File: src/rtl/spram_arb_pkg.sv
// Shared types for the two-port single-port-RAM arbiter.
package spram_arb_pkg;

  localparam int NPORTS = 2;

  typedef struct packed {
    logic [3:0]  we;
    logic [31:0] addr;
    logic [31:0] wdata;
  } req_t;

  typedef struct packed {
    logic        rvalid;
    logic [31:0] rdata;
    logic        err;
  } rsp_t;

endpackage

File: src/rtl/rr_arb2.sv
// Two-way round-robin picker: on a tie, the port that was not granted last wins.
module rr_arb2
  import spram_arb_pkg::*;
(
  input  logic [NPORTS-1:0] req,
  input  logic              last,
  output logic [NPORTS-1:0] gnt
);

  // last=1 means port 1 was granted most recently, so port 0 has priority.
  assign gnt[0] = req[0] & (~req[1] | last);
  assign gnt[1] = req[1] & (~req[0] | ~last);

endmodule

File: src/rtl/spram_arbiter.sv
// Arbitrates two requesters onto one single-port RAM, one access per cycle.
// Optional macro SPRAM_ARB_RANGE_CHK_EN enables out-of-range / misaligned error responses.
module spram_arbiter
  import spram_arb_pkg::*;
#(
  parameter  int SIZE = 'h10000,
  localparam int AW   = $clog2(SIZE) - 2
) (
  input  logic          clk,
  input  logic          rst_n,
  input  logic          p0_req,
  input  logic [3:0]    p0_we,
  input  logic [31:0]   p0_addr,
  input  logic [31:0]   p0_wdata,
  output logic          p0_gnt,
  output logic          p0_rvalid,
  output logic [31:0]   p0_rdata,
  output logic          p0_err,
  input  logic          p1_req,
  input  logic [3:0]    p1_we,
  input  logic [31:0]   p1_addr,
  input  logic [31:0]   p1_wdata,
  output logic          p1_gnt,
  output logic          p1_rvalid,
  output logic [31:0]   p1_rdata,
  output logic          p1_err,
  output logic          ram_ce,
  output logic [3:0]    ram_we,
  output logic [AW-1:0] ram_addr,
  output logic [31:0]   ram_d,
  input  logic [31:0]   ram_q
);

  req_t              req_in [NPORTS];
  rsp_t              rsp_out [NPORTS];
  logic [NPORTS-1:0] req_vec;
  logic [NPORTS-1:0] arb_gnt;
  logic [NPORTS-1:0] gnt;
  req_t              sel;
  logic              bad;
  logic              last;
  logic              rsp_valid;
  logic              rsp_owner;
  logic              rsp_read;
  logic              rsp_err;

  assign req_in[0] = {p0_we, p0_addr, p0_wdata};
  assign req_in[1] = {p1_we, p1_addr, p1_wdata};
  assign req_vec   = {p1_req, p0_req};

  rr_arb2 u_arb (
    .req  (req_vec),
    .last (last),
    .gnt  (arb_gnt)
  );

  // Grants are suppressed while reset is held so nothing reaches the RAM.
  assign gnt = arb_gnt & {NPORTS{rst_n}};
  assign sel = gnt[1] ? req_in[1] : req_in[0];

`ifdef SPRAM_ARB_RANGE_CHK_EN
  assign bad = (sel.addr >= 32'(SIZE)) || (sel.addr[1:0] != 2'b00);
`else
  logic unused_addr_bits;
  assign bad              = 1'b0;
  assign unused_addr_bits = ^{sel.addr[31:AW+2], sel.addr[1:0]};
`endif

  assign ram_ce   = (|gnt) & ~bad;
  assign ram_we   = ram_ce ? sel.we : 4'b0000;
  assign ram_addr = sel.addr[AW+1:2];
  assign ram_d    = sel.wdata;

  always_ff @(posedge clk or negedge rst_n) begin
    if (!rst_n) begin
      last      <= 1'b1;
      rsp_valid <= 1'b0;
      rsp_owner <= 1'b0;
      rsp_read  <= 1'b0;
      rsp_err   <= 1'b0;
    end else begin
      rsp_valid <= |gnt;
      if (|gnt) begin
        last      <= gnt[1];
        rsp_owner <= gnt[1];
        rsp_read  <= (sel.we == 4'b0000);
        rsp_err   <= bad;
      end
    end
  end

  // Response fields are forced to zero on the port that does not own the response.
  always_comb begin
    for (int i = 0; i < NPORTS; i++) begin
      rsp_out[i] = '0;
      if (rsp_valid && (rsp_owner == 1'(i))) begin
        rsp_out[i].rvalid = 1'b1;
        rsp_out[i].err    = rsp_err;
        rsp_out[i].rdata  = (rsp_read && !rsp_err) ? ram_q : 32'h0;
      end
    end
  end

  assign p0_gnt    = gnt[0];
  assign p1_gnt    = gnt[1];
  assign p0_rvalid = rsp_out[0].rvalid;
  assign p0_rdata  = rsp_out[0].rdata;
  assign p0_err    = rsp_out[0].err;
  assign p1_rvalid = rsp_out[1].rvalid;
  assign p1_rdata  = rsp_out[1].rdata;
  assign p1_err    = rsp_out[1].err;

endmodule

File: config.mk
export PLATFORM = sky130hd
export DESIGN_NAME = spram_arbiter
export DESIGN_NICKNAME = d
export VERILOG_FILES = /design/src/rtl/spram_arb_pkg.sv /design/src/rtl/rr_arb2.sv /design/src/rtl/spram_arbiter.sv
export SDC_FILE = /design/constraint.sdc
export NUM_CORES = 1
export LEC_CHECK = 0
export ABC_AREA = 1
export CORE_AREA = 4 4 113 115
export DETAILED_ROUTE_END_ITERATION = 10
export DIE_AREA = 0 0 117 119
export PLACE_DENSITY_LB_ADDON = 0.15
export SYNTH_ARGS = -nofsm -noshare
export SYNTH_HDL_FRONTEND = slang
export SYNTH_SLANG_ARGS = --single-unit
export TNS_END_PERCENT = 50
File: constraint.sdc
create_clock -name clk -period 1.5 [get_ports clk]
set_clock_uncertainty 0.15 [all_clocks]
set_input_delay 0.45 -clock clk [delete_from_list [all_inputs] [get_ports clk]]
set_output_delay 0.45 -clock clk [all_outputs]
set_load 0.1 [all_outputs]
==> results of run 1 <==
==> layer usage <==
| metal | GRT usage (%) | vias up | wire length, um | share of wire, % |
|---|---|---|---|---|
| li1 | - | 1538 | - | - |
| met1 | 16.5 | 1402 | 3620 | 31 |
| met2 | 32.3 | 145 | 6740 | 59 |
| met3 | 5.54 | 4 | 1050 | 9.1 |
| met4 | 3.08 | 0 | 101 | 0.88 |
| met5 | 0 | - | 0 | 0 |
==> registers in the layout, indices dropped and copies added (netlist names) <==
| register | cells |
|---|---|
| rsp_valid | 1 |
| rsp_read | 1 |
| rsp_owner | 1 |
| last | 1 |
==> layout make-up <==
type | count | area (sq um) | area share [%]
Sequential cell | 4 | 104 | 1.42
Multi-Input combinational cell | 234 | 2130 | 29.2
Timing Repair Buffer | 320 | 4610 | 63.2
Timing Repair inverter | 1 | 11.3 | 0.154
Inverter | 41 | 178 | 2.44
Clock buffer | 4 | 78.8 | 1.08
Tap cell | 147 | 184 | 2.52
==> worst min path at each step <==
| stage | start | to | slack [ns] | cells past startpoint |
|---|---|---|---|---|
| 2_1_floorplan | rst_n | rsp_owner$_DFFE_PN0P_ | 0.004 | 0 |
| 3_3_place_gp | last$_DFFE_PN1P_ | last$_DFFE_PN1P_ | 0.38 | 2 |
| 3_5_place_dp | last$_DFFE_PN1P_ | last$_DFFE_PN1P_ | 0.38 | 2 |
| 4_1_cts | rst_n | rsp_read$_DFFE_PN0P_ | 0.15 | 3 |
| 5_1_grt | rst_n | rsp_read$_DFFE_PN0P_ | 0.09 | 3 |
| 6_report | rst_n | rsp_read$_DFFE_PN0P_ | 0.07 | 3 |
==> placed cells by master (no fill, tap or decap), types with 2 or more instances in the layout <==
cell type / count
a21oi_4: 4
buf_12: 133
buf_16: 5
buf_4: 25
buf_6: 20
buf_8: 3
clkbuf_16: 4
clkdlybuf4s50_1: 118
conb_1: 2
dfrtp_2: 2
dlygate4sd2_1: 9
dlymetal6s2s_1: 5
inv_1: 14
inv_2: 22
inv_4: 2
inv_8: 3
nand2_1: 79
nand2_2: 47
nand2_4: 25
nand2_8: 2
nand3_2: 2
nor2_1: 2
nor3_4: 64
o21ai_0: 2
o21ai_4: 2
==> cells by family after synthesis <==
kind of cell | Yosys count
buffers and inverters | 65
other | 1
and+or+nand+nor | 224
DFF | 4
AOI/OAI and AO/OA | 8
==> critical path, stage by stage, from the launching register on <==
cell and delay [ns]:
dfstp_2 0.55, nand2_4 0.08, nand2_8 0.12, buf_12 0.13
buf_16 0.13, nand2_2 0.05, nand2_2 0.08, buf_12 0.17
==> power by group through the flow <==
| stage | registers [uW] | logic [uW] | clock network, uW |
|---|---|---|---|
| after floorplan | 141 | 1880 | 0 |
| after global placement | 141 | 3140 | 0 |
| after detailed placement | 142 | 3160 | 0 |
| after CTS | 148 | 3430 | 441 |
| after global routing | 149 | 3590 | 452 |
| final | 148 | 3460 | 434 |
==> timing repair <==
| action | in CTS | in global routing |
|---|---|---|
| gates cloned | 6 | 1 |
| hold endpoints to repair | 0 | 0 |
| gates resized for setup | 129 | 38 |
| buffers inserted | 13 | 3 |
| pin swaps | 57 | 33 |
| endpoints found under the setup margin | 122 | 120 |
==> metrics by stage <==
step                std cells  setup WS (ns)  setup TNS (ns)
floorplan                 303         -0.667          -69.39
global placement          726         -0.971          -82.11
detailed placement        726         -0.981          -83.89
CTS                       749         -0.699          -65.61
global route              751         -0.703          -69.20
finish                    751         -0.662          -63.31
==> run metrics, run 1 <==
status=finished, violations left; failing checks=setup timing; initial antenna violation count=0; H-Tree Level Count=1; vias in the first global route=3,329; routed len/inst=approximately 15 um; die width=117 um; Placed Area=6520 sq um; gr usage total=between 10% and 20%; die area=13,900 sq um; post-synthesis compound-gate area fraction=2.90%; Vias=3,089; Synth area leader=nand2_1; Power Dens Cells=554 nW/um^2; Root Buffer=clkbuf_16; Critical Path Source=last$_DFFE_PN1P_; Die H=119 um; worst setup margin=-0.662 ns; clock buffer depth=2; largest net degree at the start of global routing=16; Final Cycle Share=144%; Post-Synth XOR/XNOR Area=0%; Syn Area/Cell=4.57 sq um; Overall Power=4040 uW; clk sinks=4; share of the synthesized area in the top cell type=41.0%; commonest cells in the netlist=nand2_1, nor3_1, inv_1, clkbuf_1, buf_6; Remaining Overflow, GRT=0; flop-to-flop setup slack=-0.06 ns; Comb power frac=85.6%; Final #Nets=777; peak fanout along the critical path=7; worst-skew pair later-pin latency=0.23 ns; # fillers=948; power share of the sequential group=under 10%; Max Freq=around 0.46 GHz; FF-to-FF path depth=9; Final setup viols=120; Max Cap Viol=0; Synth area leaders=nand2_1, nor3_1, inv_1; maximum vdd ir drop=0.414 mV; IO Port Bufs=roughly 250; DRC violation count after routing=0; DRT Pass-1 Iters=4; Worst Setup End Kind=primary output; Fin. Hold Viols=0; hold buffers post-CTS=0; Ant. Diodes=0; clk slew on worst S/H paths=0.03 ns; worst path arrival time=roughly 1.6 ns; placeable core area=11,800 sq um; Cells after Synth=302; post-synthesis mux area share=0%; vias per std cell=4.11; Initial Util=11.7%; Site Rows=40; FF-to-FF Start=last$_DFFE_PN1P_; reg2reg end=rsp_read$_DFFE_PN0P_; final instance area=around 7300 sq um; CTS tree=done; Hold WC Path Type=in -> async; 1st-iter DRT viols=34; Top FF cell, synth=dfrtp_1; hpwl dp=9.79 mm; flops & latches, synth=4; minimum clock period=about 2.2 ns; synthesized area=1380 sq um; Post-synth EDFFs=0; first-pass GRT wire length=17.7 mm; Fin Hold WS=0.0746 ns; Clock power frac=between 10% and 20%; Simple-Gate Fraction of Synth Area=67.8%; main combinational cell family by area after synthesis=simple AND/OR/NAND/NOR gates; Async SR Flop Fraction=between 90% and 100%; Worst Setup EP=ram_d[17]; RSZ-0062 raised after global routing=yes; P_sw=roughly 2200 uW; utilization after layout=about three fifths; # IOs=293; Detailed Route WL=roughly 12 mm; Crit path required time=0.90 ns; CTS Buf Count=3; Pleak=0.00340 uW; Post-Synth Adder-Cell Area=0%; Area Overhead vs Synth=428%; cell with the most instances after synthesis=nand2_1; Cell Int Power=~1900 uW; final RePlAce weighted congestion=0.801; antenna viol nets, final=0; Max Slew Vio Count=0; Critical Path Source Type=register; Net Sw Frac=roughly 54%; sequential fraction of the synthesis area=7.34%; fraction of layout instances using a drive strength above 1=61.3%; Netlist cell types=19; Synthesis Warnings=0; crit path kind=reg -> out
(Power assumes the default switching activity.)
==> run 2, diff against run 1 <==
SLEW_MARGIN = 10   (was unset)
==> results of run 2 <==
Final layout, timing and power as in run 1 (identical DEF).
==> run 3, diff against run 2 <==
ABC_AREA = unset   (was 1)
CORE_AREA = 2 2 113 115   (was 4 4 113 115)
DIE_AREA = 0 0 115 117   (was 0 0 117 119)
==> run metrics, run 3 <==
Final Cycle Share=151% (was 144%); Netlist cell types=21 (was 19); DRC violation count after routing=0 (unchanged); power share of the sequential group=3.5% (was 3.7%); P_sw=2270 uW (was 2170 uW); worst path arrival time=1.67 ns (was 1.56 ns); Net Sw Frac=52.9% (was 53.6%); crit path kind=reg -> out (unchanged); Simple-Gate Fraction of Synth Area=33.6% (was 67.8%); Vias=2,566 (was 3,089); Setup TNS=-65.68 ns (was -63.31 ns); pre-CTS setup slack=-1.04 ns (was -0.981 ns); Fin. Hold Viols=0 (unchanged); Ant. Diodes=0 (unchanged); Async SR Flop Fraction=100% (unchanged); Top FF cell, synth=dfrtp_1 (unchanged); Max Freq=0.441 GHz (was 0.463 GHz); main combinational cell family by area after synthesis=multiplexers (was simple AND/OR/NAND/NOR gates); flop-to-flop setup slack=0.05 ns (was -0.06 ns); vias per std cell=4.02 (was 4.11); clk sinks=4 (unchanged); largest net degree at the start of global routing=18 (was 16); Synth area leaders=mux2_2, mux2_4, nor2_1 (was nand2_1, nor3_1, inv_1); # IOs=293 (unchanged); Syn Area/Cell=6.65 sq um (was 4.57 sq um); Pleak=0.00280 uW (was 0.00340 uW); CTS Buf Count=3 (unchanged); post-synthesis compound-gate area fraction=5.31% (was 2.90%); CTS tree=done (unchanged); clk slew on worst S/H paths=0.03 ns (about the same); Max Cap Viol=0 (unchanged); maximum vdd ir drop=0.398 mV (was 0.414 mV); cell with the most instances after synthesis=nor2_1 (was nand2_1); first-pass GRT wire length=13.9 mm (was 17.7 mm); antenna viol nets, final=0 (unchanged); clock buffer depth=2 (unchanged); worst-skew pair later-pin latency=0.22 ns (was 0.23 ns); die width=115 um (was 117 um); gr usage total=13.1% (was 16.5%); Initial Util=10.9% (was 11.7%); fraction of layout instances using a drive strength above 1=66.7% (was 61.3%); FF-to-FF Start=last$_DFFE_PN1P_ (unchanged); Cells after Synth=202 (was 302); Final #Nets=662 (was 777); die area=13,500 sq um (was 13,900 sq um); Crit path required time=0.90 ns (about the same); Comb power frac=86.5% (was 85.6%); final RePlAce weighted congestion=0.743 (was 0.801); failing checks=setup timing (unchanged); Critical Path Source Type=register (unchanged); vias in the first global route=2,649 (was 3,329); Detailed Route WL=9.80 mm (was 11.5 mm); sequential fraction of the synthesis area=7.55% (was 7.34%); routed len/inst=15.3 um (about the same); H-Tree Level Count=1 (unchanged); Synthesis Warnings=0 (unchanged); Post-Synth XOR/XNOR Area=0% (unchanged); placeable core area=12,300 sq um (was 11,800 sq um); Synth area leader=mux2_2 (was nand2_1); reg2reg end=rsp_owner$_DFFE_PN0P_ (was rsp_read$_DFFE_PN0P_); synthesized area=1340 sq um (was 1380 sq um); worst setup margin=-0.766 ns (was -0.662 ns); Area Overhead vs Synth=391% (was 428%); FF-to-FF path depth=7 (was 9); Clock power frac=10.0% (was 10.7%); commonest cells in the netlist=nor2_1, nand2_1, mux2_2, mux2_4, clkbuf_1 (was nand2_1, nor3_1, inv_1, clkbuf_1, buf_6); Site Rows=41 (was 40); Hold WC Path Type=in -> async (unchanged); initial antenna violation count=0 (unchanged); DRT Pass-1 Iters=3 (was 4); post-synthesis mux area share=43.6% (was 0%); Fin Hold WS=0.0704 ns (was 0.0746 ns); Post-synth EDFFs=0 (unchanged); Cell Int Power=2030 uW (was 1880 uW); Power Dens Cells=653 nW/um^2 (was 554 nW/um^2); leading cell type in the layout, fill and taps excluded=buf_12 (unchanged); Die H=117 um (was 119 um); 1st-iter DRT viols=43 (was 34); Remaining Overflow, GRT=0 (unchanged); Worst Setup End Kind=primary output (unchanged); Max Slew Vio Count=0 (unchanged); minimum clock period=2.27 ns (was 2.16 ns); commonest cells after routing, fill and taps aside=buf_12, clkdlybuf4s50_1, mux2_4 (was buf_12, clkdlybuf4s50_1, nand2_1); share of the synthesized area in the top cell type=23.5% (was 41.0%); utilization after layout=53.5% (was 61.8%); Root Buffer=clkbuf_16 (unchanged); status=finished, violations left (unchanged); RSZ-0062 raised after global routing=yes (unchanged); peak fanout along the critical path=4 (was 7); Final setup viols=119 (was 120); flops & latches, synth=4 (unchanged); hpwl dp=7.96 mm (was 9.79 mm); IO Port Bufs=254 (unchanged); Post-Synth Adder-Cell Area=0% (unchanged)
-- run 3: power by group through the flow --
stage	combinational (uW)	sequential [uW]	clock, uW
after floorplan	1940	141	0
after global placement	3310	143	0
after CTS	3570	150	436
final	3720	151	430
after global routing	3840	154	442
after detailed placement	3330	142	0
-- run 3: kinds of logic after synthesis --
logic type | count (synthesis)
AO/OA/AOI/OAI | 14
AND/OR/NAND/NOR | 113
other | 1
flip-flops | 4
buffers and inverters | 24
multiplexers | 46
-- run 3: timing repair --
item | 4_1_cts | 5_1_grt
pin swaps | 44 | 16
buffers inserted | 5 | 6
cloned | 3 | 4
hold buffers | 0 | 0
endpoints found under the setup margin | 122 | 121
endpoints found under the hold margin | 0 | 0
gates resized for setup | 158 | 48
-- run 3: per-stage QoR --
| step | total power, uW | std cells | instance area [sq um] |
|---|---|---|---|
| global route | 4430 | 639 | 6590 |
| floorplan | 2080 | 203 | 1610 |
| detailed placement | 3470 | 617 | 5680 |
| CTS | 4160 | 629 | 6250 |
| finish | 4300 | 639 | 6590 |
| global placement | 3460 | 617 | 5680 |
-- run 3: final cells by class --
cell class	instances	area, sq um
Clock buffer	4	78.8
Tap cell	150	188
Sequential cell	4	103
Fill cell	1046	5720
Inverter	6	30.0
Timing Repair Buffer	299	4340
Multi-Input combinational cell	176	1850
-- run 3: worst max-delay path, stage by stage (launching register included) --
cell       delay, ns
dfstp_2         0.56
nand2_4         0.10
nand2_4         0.14
clkbuf_16       0.16
mux2_4          0.31
buf_12          0.17
-- run 3: metal layers --
layer | up-vias | routed length (um) | GRT usage [%]
met4 | 0 | 73 | 2.25
met5 | - | 0 | 0
met2 | 137 | 5500 | 25.3
met3 | 6 | 792 | 3.40
li1 | 1235 | - | -
met1 | 1188 | 3430 | 14.4
-- run 3: worst max path at each step --
| stage | from | to | slack, ns |
|---|---|---|---|
| after global routing | last$_DFFE_PN1P_ | ram_addr[2] | -0.80 |
| after floorplan | rsp_read$_DFFE_PN0P_ | p0_rdata[11] | -1.18 |
| after detailed placement | p0_req | ram_addr[7] | -1.04 |
| after CTS | last$_DFFE_PN1P_ | ram_d[19] | -0.78 |
| final | last$_DFFE_PN1P_ | ram_addr[2] | -0.77 |
| after global placement | rst_n | ram_addr[6] | -1.04 |
